### config.mk
export PLATFORM = sky130hd
export DESIGN_NAME = instr_fetch_flat
export DESIGN_NICKNAME = d
export VERILOG_FILES = /design/src/rtl/instr_fetch_if.sv /design/src/rtl/instr_fetch.sv /design/src/flat_wrapper.sv
export SDC_FILE = /design/constraint.sdc
export NUM_CORES = 1
export LEC_CHECK = 0
export ABC_AREA = 1
export BUFFER_PORTS_ARGS = -buffer_cell sky130_fd_sc_hd__buf_2
export CAP_MARGIN = 25
export CORE_UTILIZATION = 37
export DETAILED_ROUTE_END_ITERATION = 6
export SLEW_MARGIN = 20
export SYNTH_ARGS = -nofsm -noshare
export SYNTH_HDL_FRONTEND = slang
export SYNTH_SLANG_ARGS = --single-unit
### constraint.sdc
create_clock -name clk -period 10.6 [get_ports clk]
set_input_delay 1.06 -clock clk [delete_from_list [all_inputs] [get_ports clk]]
set_output_delay 1.06 -clock clk [all_outputs]
set_load 0.05 [all_outputs]
### src/rtl/instr_fetch_if.sv
// Bundle between the fetch unit, instruction memory and decode.
//
// Handshakes:
//   imem: the master raises imem_req with imem_addr and holds both steady
//         until a cycle with imem_ack=1. imem_data is sampled in that cycle.
//         imem_ack is ignored while imem_req=0. At most one request is
//         outstanding. A reset may drop imem_req without an ack.
//   out : out_instr/out_pc/out_pc_inc are the queue head while out_valid=1.
//         The head is consumed on a rising edge with out_valid & out_ready.
//         All three read as zero while out_valid=0.
//   redirect is a one-cycle pulse that restarts fetch at redirect_pc.
// dbg_state exposes the fetch FSM state for checkers.
interface instr_fetch_if #(
  parameter int ADDR_W = 32
);
  logic              imem_req;
  logic [ADDR_W-1:0] imem_addr;
  logic              imem_ack;
  logic [31:0]       imem_data;
  logic              redirect;
  logic [ADDR_W-1:0] redirect_pc;
  logic              out_valid;
  logic              out_ready;
  logic [31:0]       out_instr;
  logic [ADDR_W-1:0] out_pc;
  logic [ADDR_W-1:0] out_pc_inc;
  logic              misalign;
  logic [1:0]        dbg_state;

  modport master (
    output imem_req, imem_addr,
    input  imem_ack, imem_data,
    input  redirect, redirect_pc,
    output out_valid,
    input  out_ready,
    output out_instr, out_pc, out_pc_inc, misalign, dbg_state
  );

  modport slave (
    input  imem_req, imem_addr,
    output imem_ack, imem_data,
    output redirect, redirect_pc,
    input  out_valid,
    output out_ready,
    input  out_instr, out_pc, out_pc_inc, misalign, dbg_state
  );
endinterface

### src/rtl/instr_fetch.sv
// Instruction-fetch front end: owns the PC, issues single outstanding word
// requests, buffers returned words in a DEPTH-entry queue for decode.
// Optional build macro FETCH_MISALIGN_TRAP_EN: a misaligned redirect raises a
// sticky misalign flag and halts fetch until reset or an aligned redirect.
// Without it, redirect targets are forced word aligned and misalign is 0.
module instr_fetch #(
  parameter int                ADDR_W   = 32,
  parameter int                DEPTH    = 4,
  parameter logic [ADDR_W-1:0] RESET_PC = '0
) (
  input  logic clk,
  input  logic reset,
  instr_fetch_if.master bus
);
  localparam int PTR_W = $clog2(DEPTH);
  localparam int CNT_W = $clog2(DEPTH + 1);

  // ST_IDLE: no request; ST_REQ: request live, ack data is kept;
  // ST_DISCARD: request live but a redirect arrived, its ack is dropped.
  typedef enum logic [1:0] {
    ST_IDLE    = 2'd0,
    ST_REQ     = 2'd1,
    ST_DISCARD = 2'd2
  } state_t;

  state_t            state_q, state_d;
  logic [ADDR_W-1:0] fetch_pc_q, fetch_pc_d;
  logic [ADDR_W-1:0] addr_q, addr_d;
  logic [PTR_W-1:0]  rd_q, rd_d, wr_q, wr_d;
  logic [CNT_W-1:0]  count_q, count_d;
  logic              trap_q, trap_d;
  logic [ADDR_W-1:0] pc_mem_q [DEPTH];
  logic [ADDR_W-1:0] pc_mem_d [DEPTH];
  logic [31:0]       instr_mem_q [DEPTH];
  logic [31:0]       instr_mem_d [DEPTH];

  logic              ack, pop, push, head_valid;
  logic [ADDR_W-1:0] redir_tgt;
  logic              redir_bad;

`ifdef FETCH_MISALIGN_TRAP_EN
  assign redir_tgt    = bus.redirect_pc;
  assign redir_bad    = |bus.redirect_pc[1:0];
  assign bus.misalign = trap_q;
`else
  assign redir_tgt    = bus.redirect_pc & ~ADDR_W'(3);
  assign redir_bad    = 1'b0;
  assign bus.misalign = 1'b0;
`endif

  assign ack        = (state_q != ST_IDLE) & bus.imem_ack;
  assign head_valid = (count_q != '0);
  assign pop        = head_valid & bus.out_ready;

  assign bus.imem_req   = (state_q != ST_IDLE);
  assign bus.imem_addr  = addr_q;
  assign bus.out_valid  = head_valid;
  assign bus.out_instr  = head_valid ? instr_mem_q[rd_q] : '0;
  assign bus.out_pc     = head_valid ? pc_mem_q[rd_q] : '0;
  assign bus.out_pc_inc = head_valid ? pc_mem_q[rd_q] + ADDR_W'(4) : '0;
  assign bus.dbg_state  = state_q;

  // Next-state: redirect first, then discard drain, then normal push/pop/issue.
  always_comb begin
    state_d     = state_q;
    fetch_pc_d  = fetch_pc_q;
    addr_d      = addr_q;
    rd_d        = rd_q;
    wr_d        = wr_q;
    count_d     = count_q;
    trap_d      = trap_q;
    pc_mem_d    = pc_mem_q;
    instr_mem_d = instr_mem_q;
    push        = 1'b0;
    if (bus.redirect) begin
      // Flush wins over any same-cycle push or pop.
      rd_d       = '0;
      wr_d       = '0;
      count_d    = '0;
      fetch_pc_d = redir_tgt;
      trap_d     = redir_bad;
      if ((state_q != ST_IDLE) && !ack) begin
        // Keep req/addr steady; the stale ack is dropped when it arrives.
        state_d = ST_DISCARD;
      end else begin
        state_d = redir_bad ? ST_IDLE : ST_REQ;
        addr_d  = redir_tgt;
      end
    end else if (state_q == ST_DISCARD) begin
      if (ack) begin
        state_d = trap_q ? ST_IDLE : ST_REQ;
        addr_d  = fetch_pc_q;
      end
    end else begin
      push = ack;
      if (push) begin
        pc_mem_d[wr_q]    = addr_q;
        instr_mem_d[wr_q] = bus.imem_data;
        wr_d              = wr_q + PTR_W'(1);
        fetch_pc_d        = fetch_pc_q + ADDR_W'(4);
      end
      if (pop) begin
        rd_d = rd_q + PTR_W'(1);
      end
      count_d = count_q + CNT_W'(push) - CNT_W'(pop);
      // A new request needs a free slot after this cycle's push and pop.
      if ((state_q == ST_IDLE) || push) begin
        state_d = ((count_d < CNT_W'(DEPTH)) && !trap_q) ? ST_REQ : ST_IDLE;
        addr_d  = fetch_pc_d;
      end
    end
  end

  // Control registers with asynchronous reset.
  always_ff @(posedge clk or posedge reset) begin
    if (reset) begin
      state_q    <= ST_IDLE;
      fetch_pc_q <= RESET_PC;
      addr_q     <= RESET_PC;
      rd_q       <= '0;
      wr_q       <= '0;
      count_q    <= '0;
      trap_q     <= 1'b0;
    end else begin
      state_q    <= state_d;
      fetch_pc_q <= fetch_pc_d;
      addr_q     <= addr_d;
      rd_q       <= rd_d;
      wr_q       <= wr_d;
      count_q    <= count_d;
      trap_q     <= trap_d;
    end
  end

  // Queue storage; head outputs are masked while empty, so no reset needed.
  always_ff @(posedge clk) begin
    pc_mem_q    <= pc_mem_d;
    instr_mem_q <= instr_mem_d;
  end
endmodule

### src/flat_wrapper.sv
// flat-port wrapper written by rule: the top's interface ports become plain ports
module instr_fetch_flat 
#(
  parameter int                ADDR_W   = 32,
  parameter int                DEPTH    = 4,
  parameter logic [ADDR_W-1:0] RESET_PC = '0
)
  (clk, reset, bus_imem_req, bus_imem_addr, bus_imem_ack, bus_imem_data, bus_redirect, bus_redirect_pc, bus_out_valid, bus_out_ready, bus_out_instr, bus_out_pc, bus_out_pc_inc, bus_misalign, bus_dbg_state);
  instr_fetch_if #(.ADDR_W(ADDR_W)) bus_i ();
  input  logic clk;
  input  logic reset;
  output wire logic [$bits(bus_i.imem_req)-1:0] bus_imem_req;
  output wire logic [$bits(bus_i.imem_addr)-1:0] bus_imem_addr;
  input wire logic [$bits(bus_i.imem_ack)-1:0] bus_imem_ack;
  input wire logic [$bits(bus_i.imem_data)-1:0] bus_imem_data;
  input wire logic [$bits(bus_i.redirect)-1:0] bus_redirect;
  input wire logic [$bits(bus_i.redirect_pc)-1:0] bus_redirect_pc;
  output wire logic [$bits(bus_i.out_valid)-1:0] bus_out_valid;
  input wire logic [$bits(bus_i.out_ready)-1:0] bus_out_ready;
  output wire logic [$bits(bus_i.out_instr)-1:0] bus_out_instr;
  output wire logic [$bits(bus_i.out_pc)-1:0] bus_out_pc;
  output wire logic [$bits(bus_i.out_pc_inc)-1:0] bus_out_pc_inc;
  output wire logic [$bits(bus_i.misalign)-1:0] bus_misalign;
  output wire logic [$bits(bus_i.dbg_state)-1:0] bus_dbg_state;
  assign bus_imem_req = bus_i.imem_req;
  assign bus_imem_addr = bus_i.imem_addr;
  assign bus_i.imem_ack = bus_imem_ack;
  assign bus_i.imem_data = bus_imem_data;
  assign bus_i.redirect = bus_redirect;
  assign bus_i.redirect_pc = bus_redirect_pc;
  assign bus_out_valid = bus_i.out_valid;
  assign bus_i.out_ready = bus_out_ready;
  assign bus_out_instr = bus_i.out_instr;
  assign bus_out_pc = bus_i.out_pc;
  assign bus_out_pc_inc = bus_i.out_pc_inc;
  assign bus_misalign = bus_i.misalign;
  assign bus_dbg_state = bus_i.dbg_state;
  instr_fetch #(.ADDR_W(ADDR_W), .DEPTH(DEPTH), .RESET_PC(RESET_PC)) u_core (.clk(clk), .reset(reset), .bus(bus_i));
endmodule
==> summary.txt <==
Run status
  – Outcome: complete, no violations

Logic synthesis
  – Fraction of registers with async set/reset: between 20% and 30%
  – Most frequent cell after synthesis: nand2_1
  – Commonest cells post-synth: nand2_1 (507), nor2_1 (305), edfxtp_1 (252)
  – Ys Warns: 0
  – Ys flop type: edfxtp_1
  – Synth cell types: 35
  – Synth area leaders: edfxtp_1 (50%), nand2_1 (13%), dfrtp_1 (12%)
  – Seq/Total Area, Yosys: 61.2%
  – Post-synth net total: 1756
  – Post-synthesis register bit count: around 320
  – Syn Std Cell Area: around 15000 sq um
  – Top cell type's share of synthesized area: 49.7%
  – Avg Inst Size Synth: approximately 9.1 sq um
  – Synth area leader: edfxtp_1
  – Post-synth EDFFs: roughly 250
  – Post-Synthesis Cells: around 1700

Power and ir drop
  – Sw Ratio: 46.8%
  – NetSw: roughly 2.4 mW
  – Pint: 2.77 mW
  – Power per Cell Area: 291 nW/um^2
  – Clock group share of total power: 24.1%
  – Sequential share of power: 32.9%
  – Peak supply drop: 0.200 mV
  – Comb power frac: 43.0%
  – Leakage: 7.64 nW

Floorplan
  – Rows: 73
  – Chip width: 205 um
  – Ports: about 200
  – Full die area: roughly 42000 sq um
  – Initial Utilization: 37.9%
  – Die height: 205 um
  – Core footprint: 40200 sq um

Timing
  – RSZ-0062 raised after global routing: no
  – Slew margin rel.: 31.0%
  – Skew final: between 0.02 and 0.025 ns
  – Count of final hold-check violations: 0
  – Tcrit/Tclk final: 48.2%
  – Total Neg Setup Slack: 0 ns
  – Post-route setup slack: 5.49 ns
  – Measured slew at the worst slew-check pin: 1.04 ns
  – Fmax: 0.196 GHz
  – Min Clock Period, post-route: between 5 and 6 ns
  – Setup Viol. Count Final: 0
  – Fin. max-slew vios: 0

Setup path
  – Slowest CP cell: buf_4
  – Crit path max fanout: 80
  – CP arrival: 4.05 ns
  – Path type of the worst setup path: reg -> out
  – Worst setup EP type: output port
  – R2r startpoint: u_core.bus.dbg_state[1]$_DFFE_PP0P_
  – Worst reg2reg path depth: 9
  – Data required, critical path: 9.54 ns
  – Largest delay share family, worst path: buffers and inverters
  – Reg2reg setup slack: 7.11 ns
  – Most frequent CP cell: nand2_1
  – Startpoint types: flip-flop
  – Critical path cell sequence: inv_2 -> buf_4 -> nand2_1 -> nand2_1 -> ha_1 -> inv_1 -> nor2_2 -> nand2_1 -> nor2_1 -> nand2_1 -> nand2_1 -> nand2_1 -> nor2_1 -> buf_2
  – Worst path max stage delay: about 0.82 ns
  – Critical R2R Capture: u_core.instr_mem_q[115]$_DFFE_PP_
  – CP bufs+invs: 4

GRT
  – Initial antenna violation count: 1
  – Largest net degree at the start of global routing: 105
  – Global-route wire length before repair: between 60000 and 70000 um
  – Vias in the first global route: 11700
  – Met2 GRT Util: between 30 and 40%
  – Tot GR Track Use: 20.4%
  – GRT met3 Usage: 3.01%
  – GRT busiest layer: met2
  – Total congestion overflow: 0
  – Met1 GRT Util: approximately 28%

Layout
  – Fraction of layout cells with a size suffix above 1: 15.4%
  – Layout Cells excl Fill: approximately 2400
  – Final core occ: 44.5%
  – Multi-input gate area: between 5000 and 6000 sq um
  – Seq. cell area: 9320 sq um
  – Syn-to-layout area delta: 17.4%
  – Number of fill cells: 3940
  – NumNets Final: just under 2000

Placement
  – Number of buffers added on ports: just under 200
  – Placed insts: between 2000 and 2500
  – Dpl ws: around 5.4 ns
  – Detail Placement HPWL: 28100 um
  – Routability Congestion: 0.898

Routing
  – Iter 0 DRT Violations: 748
  – Via-to-Cell Ratio: 5.02
  – WL per Instance: around 18 um
  – Final wirelength: 42600 um
  – DR vias: approximately 12000
  – DR pass1 iterations: 5
  – DRC viols: 0
  – Antenna Nets Post-Route: 0

Clocking
  – Post-CTS setup buffers: 0
  – Reg clk slew, reported paths: 0.06 ns
  – CTS buffer count: 35
  – Worst-Skew Late Latency: ~0.53 ns
  – CTS Hold Bufs: 0
  – CTS tree: yes
  – Post-CTS sizing: 0
  – CTS root buf: clkbuf_16
  – Num Clock Sinks: 322
  – CTS H-tree lvls: 2
  – Clock buffer depth: 3

Worst hold path
  – Hold Crit Class: reg -> reg
  – Hold_sp: u_core.count_q[2]$_DFFE_PP0P_
  – Hold depth: 2
  – Hold Path End: u_core.count_q[2]$_DFFE_PP0P_

Run
  – Max cap viols: 0
==> worst max-delay path by stage <==
| stage | slack, ns | depth (start not counted) | endpoint | start |
|---|---|---|---|---|
| 5_1_grt | 5.15 | 14 | bus_out_pc_inc[30] | u_core.rd_q[1]$_DFFE_PP0P_ |
| 3_5_place_dp | 5.43 | 14 | bus_out_pc_inc[30] | u_core.rd_q[0]$_DFFE_PP0P_ |
| 3_3_place_gp | 5.48 | 14 | bus_out_pc_inc[30] | u_core.rd_q[0]$_DFFE_PP0P_ |
| 2_1_floorplan | 5.47 | 6 | u_core.instr_mem_q[0]$_DFFE_PP_ | bus_redirect |
| 6_report | 5.49 | 14 | bus_out_pc_inc[30] | u_core.rd_q[1]$_DFFE_PP0P_ |
| 4_1_cts | 4.86 | 14 | bus_out_pc_inc[30] | u_core.rd_q[0]$_DFFE_PP0P_ |
==> layer usage <==
layer | routed length [um] | share of wire, %
met1 | 19500 | 46
met4 | 1200 | 2.8
met2 | 19700 | 46
met3 | 2230 | 5.2
met5 | 0 | 0
==> final cells by class <==
| cell class | count | share of cell area [%] |
|---|---|---|
| clock inverter | 19 | 1.27 |
| sequential | 322 | 52.2 |
| clock buffer | 43 | 5.31 |
| tap | 525 | 3.68 |
| inverter | 109 | 2.30 |
| multi-input combinational | 1172 | 28.8 |
| timing repair buffer | 214 | 6.40 |
| antenna | 1 | 0.0140 |
==> flip-flops by register name (all words and copies together), names as in the netlist <==
signal and cells:
u_core.instr_mem_q 128, u_core.rd_q 2, u_core.bus.imem_addr 31, u_core.pc_mem_q 124
u_core.bus.dbg_state 2, u_core.count_q 3, u_core.wr_q 2, u_core.fetch_pc_q 30
==> tightest hold or removal path, delay by kind of cell (launching register included) <==
| kind | cells | cell delay [ns] |
|---|---|---|
| DFF | 1 | 0.38 |
| and+or+nand+nor | 2 | 0.13 |
==> layout by cell type (no fill, tap or decap), drive strengths merged <==
cell type and n:
nand2 508, nor2 313, edfxtp 252, buf 214, inv 108, nand3 104
o21ai 93, dfrtp 70, a21oi 52, clkbuf 43, a22oi 22, nand4 20
clkinv 13, nor3 11, xor2 11, a31oi 11, ha 8, xnor2 7
bufinv 5, o211ai 3, o21bai 2, clkinvlp 2, diode 1, and2 1
o31ai 1, nand3b 1, or2 1, a32oi 1, fa 1, conb 1
==> cell families after synthesis <==
kind of cell             Yosys count  share of synthesized area (%)
AO/OA/AOI/OAI                    185                           6.66
AND/OR/NAND/NOR                  959                           25.2
adder cells (fa/ha/maj)            9                          0.790
XOR/XNOR                          18                           1.04
other                              1                         0.0246
flip-flops                       322                           61.3
buffers and inverters            184                           5.07
==> power by group through the flow <==
stage / sequential, mW / clock, mW / combinational (mW)
finish: 1.71 / 1.26 / 2.24
global route: 1.73 / 1.33 / 2.42
CTS: 1.71 / 1.28 / 2.25
detailed placement: 1.74 / 0 / 2.24
global placement: 1.73 / 0 / 2.23
floorplan: 1.82 / 0 / 1.54
==> stage by stage <==
step	total power [mW]	hold slack, ns	instance area [sq um]
2_1_floorplan	3.36	0.491	15200
3_3_place_gp	3.96	0.514	16600
3_5_place_dp	3.97	0.529	16600
4_1_cts	5.24	0.545	17800
5_1_grt	5.48	0.580	17900
6_report	5.21	0.546	17900
No activity file was read; power rests on OpenSTA's default activity.
